==> src/rtl/rs_param.sv <==
// Out-of-order reservation station for the integer ALU path: captures dispatched
// ops, snoops the result broadcasts for operand tags, and issues the oldest ready entry.
module rs_param #(
   parameter int DEPTH   = 8,
   parameter int XLEN    = 32,
   parameter int ROB_W   = 4,
   parameter int NUM_CDB = 2,
   parameter int OP_W    = 4
) (
   input  logic                       clk,
   input  logic                       rst,
   input  logic                       rdy,
   input  logic                       flush,
   input  logic                       ins_valid,
   output logic                       ins_ready,
   input  logic [OP_W-1:0]            ins_op,
   input  logic [ROB_W-1:0]           ins_id,
   input  logic                       ins_q1_pend,
   input  logic [ROB_W-1:0]           ins_q1,
   input  logic [XLEN-1:0]            ins_v1,
   input  logic                       ins_q2_pend,
   input  logic [ROB_W-1:0]           ins_q2,
   input  logic [XLEN-1:0]            ins_v2,
   input  logic [NUM_CDB-1:0]         cdb_valid,
   input  logic [NUM_CDB*ROB_W-1:0]   cdb_id,
   input  logic [NUM_CDB*XLEN-1:0]    cdb_val,
   input  logic [ROB_W-1:0]           rob_head,
   output logic                       iss_valid,
   input  logic                       iss_ready,
   output logic [OP_W-1:0]            iss_op,
   output logic [XLEN-1:0]            iss_v1,
   output logic [XLEN-1:0]            iss_v2,
   output logic [ROB_W-1:0]           iss_id,
   output logic [$clog2(DEPTH):0]     count
);

   localparam int IDX_W = $clog2(DEPTH);
   localparam int CNT_W = IDX_W + 1;

   // Returns {hit, value}; scanning downward lets the lowest matching channel win.
   function automatic logic [XLEN:0] cdb_snoop(
      input logic [ROB_W-1:0]         tag,
      input logic [NUM_CDB-1:0]       vld,
      input logic [NUM_CDB*ROB_W-1:0] ids,
      input logic [NUM_CDB*XLEN-1:0]  vals
   );
      logic [XLEN:0] r;
      r = '0;
      for (int k = NUM_CDB-1; k >= 0; k--)
         if (vld[k] && (ids[k*ROB_W +: ROB_W] == tag))
            r = {1'b1, vals[k*XLEN +: XLEN]};
      return r;
   endfunction

   logic [DEPTH-1:0] busy, pend1, pend2, ready;
   logic [OP_W-1:0]  e_op [DEPTH];
   logic [ROB_W-1:0] e_id [DEPTH];
   logic [ROB_W-1:0] e_q1 [DEPTH];
   logic [ROB_W-1:0] e_q2 [DEPTH];
   logic [XLEN-1:0]  e_v1 [DEPTH];
   logic [XLEN-1:0]  e_v2 [DEPTH];

   logic [XLEN:0]    wk1 [DEPTH];
   logic [XLEN:0]    wk2 [DEPTH];
   logic [XLEN:0]    ins_s1, ins_s2;
   logic [IDX_W-1:0] free_idx, sel_idx;
   logic [ROB_W-1:0] sel_age, age;
   logic             sel_any, iss_open, ins_fire, iss_load;

   assign ins_ready = (count < CNT_W'(DEPTH));
   assign iss_open  = !iss_valid || iss_ready;
   assign ins_fire  = ins_valid && ins_ready && rdy && !flush;
   assign iss_load  = iss_open && sel_any;

   always_comb begin
      ready = busy & ~pend1 & ~pend2;
      free_idx = '0;
      for (int i = DEPTH-1; i >= 0; i--)
         if (!busy[i]) free_idx = IDX_W'(i);
   end

   // Age is distance from the ROB head, modulo the ROB size, so wrap needs no special case.
   always_comb begin
      sel_any = 1'b0;
      sel_idx = '0;
      sel_age = '0;
      age     = '0;
      for (int i = 0; i < DEPTH; i++) begin
         age = e_id[i] - rob_head;
         if (ready[i] && (!sel_any || (age < sel_age))) begin
            sel_any = 1'b1;
            sel_idx = IDX_W'(i);
            sel_age = age;
         end
      end
   end

   always_comb begin
      for (int i = 0; i < DEPTH; i++) begin
         wk1[i] = cdb_snoop(e_q1[i], cdb_valid, cdb_id, cdb_val);
         wk2[i] = cdb_snoop(e_q2[i], cdb_valid, cdb_id, cdb_val);
      end
      ins_s1 = cdb_snoop(ins_q1, cdb_valid, cdb_id, cdb_val);
      ins_s2 = cdb_snoop(ins_q2, cdb_valid, cdb_id, cdb_val);
   end

   // Control state and the issue output register
   always_ff @(posedge clk or negedge rst) begin
      if (!rst) begin
         busy      <= '0;
         pend1     <= '0;
         pend2     <= '0;
         count     <= '0;
         iss_valid <= 1'b0;
         iss_op    <= '0;
         iss_v1    <= '0;
         iss_v2    <= '0;
         iss_id    <= '0;
      end else if (rdy) begin
         if (flush) begin
            busy      <= '0;
            count     <= '0;
            iss_valid <= 1'b0;
         end else begin
            for (int i = 0; i < DEPTH; i++) begin
               if (busy[i] && pend1[i] && wk1[i][XLEN]) pend1[i] <= 1'b0;
               if (busy[i] && pend2[i] && wk2[i][XLEN]) pend2[i] <= 1'b0;
            end
            if (iss_load) begin
               busy[sel_idx] <= 1'b0;
               iss_valid     <= 1'b1;
               iss_op        <= e_op[sel_idx];
               iss_v1        <= e_v1[sel_idx];
               iss_v2        <= e_v2[sel_idx];
               iss_id        <= e_id[sel_idx];
            end else if (iss_open) begin
               iss_valid <= 1'b0;
            end
            if (ins_fire) begin
               busy[free_idx]  <= 1'b1;
               pend1[free_idx] <= ins_q1_pend && !ins_s1[XLEN];
               pend2[free_idx] <= ins_q2_pend && !ins_s2[XLEN];
            end
            count <= count + CNT_W'(ins_fire) - CNT_W'(iss_load);
         end
      end
   end

   // Entry payload: written on insert, operand values latched on wakeup
   always_ff @(posedge clk) begin
      if (rdy && !flush) begin
         for (int i = 0; i < DEPTH; i++) begin
            if (busy[i] && pend1[i] && wk1[i][XLEN]) e_v1[i] <= wk1[i][XLEN-1:0];
            if (busy[i] && pend2[i] && wk2[i][XLEN]) e_v2[i] <= wk2[i][XLEN-1:0];
         end
         if (ins_fire) begin
            e_op[free_idx] <= ins_op;
            e_id[free_idx] <= ins_id;
            e_q1[free_idx] <= ins_q1;
            e_q2[free_idx] <= ins_q2;
            e_v1[free_idx] <= (ins_q1_pend && ins_s1[XLEN]) ? ins_s1[XLEN-1:0] : ins_v1;
            e_v2[free_idx] <= (ins_q2_pend && ins_s2[XLEN]) ? ins_s2[XLEN-1:0] : ins_v2;
         end
      end
   end

endmodule

==> config.mk <==
export PLATFORM = sky130hd
export DESIGN_NAME = rs_param
export DESIGN_NICKNAME = d
export VERILOG_FILES = /design/src/rtl/rs_param.sv
export SDC_FILE = /design/constraint.sdc
export NUM_CORES = 2
export LEC_CHECK = 0
export BUFFER_PORTS_ARGS = -buffer_cell sky130_fd_sc_hd__buf_2
export CAP_MARGIN = 20
export CELL_PAD_IN_SITES_DETAIL_PLACEMENT = 1
export CELL_PAD_IN_SITES_GLOBAL_PLACEMENT = 2
export CORE_AREA = 8 8 327 329
export DETAILED_ROUTE_END_ITERATION = 10
export DIE_AREA = 0 0 335 337
export PLACE_DENSITY = 0.93
export SLEW_MARGIN = 30
export SYNTH_ARGS = -nofsm -noshare
export SYNTH_HDL_FRONTEND = slang
export SYNTH_SLANG_ARGS = --single-unit
==> constraint.sdc <==
create_clock -name clk -period 27.9 [get_ports clk]
set_input_delay 0 -clock clk [delete_from_list [all_inputs] [get_ports clk]]
set_output_delay 0 -clock clk [all_outputs]
set_load 0.02 [all_outputs]
==> impl_metrics.yaml <==
run_status:
  outcome: "finished, final reports clean"
global_routing:
  busiest_layer: "met2"
  grt_pass1_wl_microns: 278000
  grt_max_degree: 132
  grt_pass1_vias: 41000
  grtUsageMet1_pct: 41.0
  overflow: 0
  antenna_found_initial: 7
  grt_use_met3_pct: 7.65
  met2_usage_pct: 51.9
  grtUsageTotal_pct: 32.8
die:
  die_w_microns: 335
  initial_core_util_pct: 44.8
  core_sq_um: 101000
  die_area_sq_um: 113000
  pin_count: 244
  die-height_microns: 337
  rows: 117
layout:
  layout_common_cells: "edfxtp_1, o21ai_0, mux2i_1"
  nets: 4467
  drive_gt1_share_pct: 20.5
  syn2layout_area_growth_pct: 14.2
  layout_commonest_cell: "edfxtp_1"
power_and_ir_drop:
  p_sw_share_pct: 31.6
  p_total_w: 0.00317
  peakVddDrop_v: 0.0000443
  comb_power_share_pct: 21.1
  power_frac_clock_pct: 36.1
  power.share.sequential_pct: 42.8
  p_int_w: 0.00217
  leakagePower_nw: 17.6
  netSwitchingPower_w: 0.00100
  p_per_area_nw_per_um2: 61.1
setup_path:
  criticalPathCategory: "register to register"
  startpoint: "e_id[0][0]"
  worstPathRequired_ps: 28450
  ff2ff_setup_slack_ps: 13580
  cp.arrival_ps: 14870
  critPathLaunchType: "register"
  reg2reg_to: "iss_op[2]"
  crit_top_cell: "ha_1"
  r2r-start: "e_id[0][0]"
  cp_max_fo: 44
  critPathCaptureType: "register"
  crit_path_end: "iss_op[2]"
  reg2regPathDepth: 54
  crit_path_max_incr_delay_ps: 830
  critical_path.slowest_cell: "a21oi_4"
sta:
  fin_skew_ps: 28.7
  finalCriticalPeriod_ps: 14320
  setup_tns_ps: 0
  maxSlewHeadroom_pct: 26.1
  tightest_slew_ps: 1110
  fin_crit_sh_pct: 51.3
  setup_violations: 0
  rsz0062_at_grt: "false"
  report.final.slew_viol_count: 0
  hold_viol: 0
  clock.fmax_ghz: 0.0698
routing:
  routed-via-count: 39100
  drc: 0
  wl_microns: 192000
  drt.antenna.violating_nets: 0
  dr.first_iter.drc_count: 4620
  wl_per_cell_microns: 33.7
  via_per_inst: 6.88
  drt_first_pass_iters: 6
place:
  io_buffers: 243
  gp_congestion: 0.843
  hpwlAfterDp_microns: 106000
synthesis:
  synth-edff-count: 640
  async_flop_share_pct: 13.6
  synthDistinctLibCells: 80
  yosysSeqAreaShare_pct: 47.9
  syn_avg_cell_area_sq_um: 10.9
  synth.net_count: 4374
  netlist_area_sq_um: 45400
  synth-main-ff-cell: "edfxtp_1"
  ys_seq_elements: 741
  netlist_instances: 4150
  ys_warn_count: 0
clocking:
  clock-sinks: 741
  root_buffer: "clkbuf_16"
  cts_tree: "done"
  htree_levels: 3
  post_cts_buffers: 0
  path_clk_slew_ps: 60
  clk_latency_ps: 670
  cts_max_path_buffers: 3
  cts_buffers: 84
worst_hold_path:
  hold_path_class: "primary input to register"
job:
  drv_cap: 0
[worst min-delay path by stage]
stage / cells after the start / from / slack [ps] / to
2_1_floorplan: 0 / rst / -300 / busy[0]
4_1_cts: 3 / cdb_val[16] / 0.8 / e_v2[3][16]
3_3_place_gp: 1 / rst / 70 / iss_id[1]
6_report: 3 / cdb_val[25] / 20 / e_v2[3][25]
5_1_grt: 3 / cdb_val[25] / 40 / e_v2[3][25]
3_5_place_dp: 1 / rst / 70 / iss_id[1]
[cell families (layout without fill, tap and decap cells)]
family | count (synthesis) | after routing | synth area share [%]
multiplexers | 737 | 737 | 17.0
adder cells (fa/ha/maj) | 58 | 58 | 1.75
flip-flops | 741 | 741 | 47.9
AND/OR/NAND/NOR | 850 | 850 | 9.38
XOR/XNOR | 170 | 170 | 3.28
other | 0 | 4 | 0
AO/OA/AOI/OAI | 1073 | 1073 | 15.8
buffers and inverters | 521 | 683 | 4.97
[routing by layer]
layer / wire length (microns) / vias to the layer above
met2: 86700 / 2688
li1: - / 15900
met1: 71600 / 19700
met5: 9 / -
met3: 20800 / 798
met4: 12600 / 2
[state kept, by name, indices dropped and copies added, names as in the netlist]
signal / cells
busy: 8
count: 4
e_id: 32
e_op: 32
e_q1: 32
e_q2: 32
e_v1: 256
e_v2: 256
iss_id: 4
iss_op: 4
iss_v1: 32
iss_v2: 32
iss_valid: 1
pend1: 8
pend2: 8
[critical path: cells and delay by family (launching register included)]
kind	cells	cell delay, ps
flops	1	410
compound gates	30	7350
buf+inv	4	1110
mux	4	1400
simple gates	7	1040
fa+ha+maj	9	2800
[timing repair]
action                                  4_1_cts  5_1_grt
hold endpoints to repair                    667        0
gates resized for setup                       0        0
endpoints found under the setup margin        0        0
hold buffers                                141        0
[stage by stage]
step	area (sq um)	hold WS, ps	utilization [%]	std cells	setup slack, ps
after detailed placement	47600	70.1	47.0	5381	13620
final	51900	23.6	51.2	5684	13580
after floorplan	45400	-296	-	4150	15740
after CTS	51800	0.786	51.1	5677	13570
after global routing	51900	38.2	51.2	5681	12720
after global placement	47500	71.0	46.9	5377	13900
[layout make-up]
cell class / instances / area (sq um)
Fill cell: 10700 / 49400
Sequential cell: 741 / 21700
Clock buffer: 111 / 2310
Clock inverter: 44 / 444
Antenna cell: 4 / 10.0
Timing Repair Buffer: 475 / 3460
Tap cell: 1368 / 1710
Multi-Input combinational cell: 2888 / 22000
Inverter: 53 / 199
[cell usage after synthesis (all sizes together) (4+ instances only)]
| cell type | count | share of area [%] |
|---|---|---|
| edfxtp | 640 | 42 |
| a221oi | 71 | 1.5 |
| nor4 | 20 | 0.31 |
| o22a | 10 | 0.19 |
| clkbuf | 344 | 2.8 |
| nand2b | 5 | 0.069 |
| o21a | 14 | 0.23 |
| nand4 | 5 | 0.069 |
| dfrtp | 101 | 5.6 |
| o22ai | 78 | 1.1 |
| fa | 9 | 0.40 |
| xor2 | 118 | 2.3 |
| a21oi | 101 | 1.1 |
| mux2 | 260 | 6.4 |
| a211oi | 6 | 0.13 |
| o2bb2ai | 64 | 1.2 |
| nor3 | 27 | 0.30 |
| inv | 53 | 0.44 |
| a31oi | 17 | 0.23 |
| or3 | 197 | 2.7 |
| a21o | 84 | 1.4 |
| nand2 | 197 | 1.6 |
| buf | 124 | 1.7 |
| ha | 49 | 1.3 |
| mux2i | 477 | 11 |
| nor2b | 5 | 0.069 |
| xnor2 | 52 | 1.0 |
| o221ai | 62 | 2.0 |
| a41o | 4 | 0.088 |
| o21ai | 529 | 5.9 |
| o211ai | 7 | 0.14 |
| nand3 | 275 | 3.0 |
| nor2 | 101 | 0.84 |
| nor3b | 5 | 0.14 |
[power by group through the flow]
stage | combinational, W | sequential, W | clock [W]
4_1_cts | 0.000662 | 0.00135 | 0.00114
3_3_place_gp | 0.000616 | 0.00137 | 0
2_1_floorplan | 0.000363 | 0.00139 | 0
6_report | 0.000668 | 0.00136 | 0.00114
5_1_grt | 0.000710 | 0.00136 | 0.00118
3_5_place_dp | 0.000642 | 0.00137 | 0
Power figures use the tool's default switching activity.
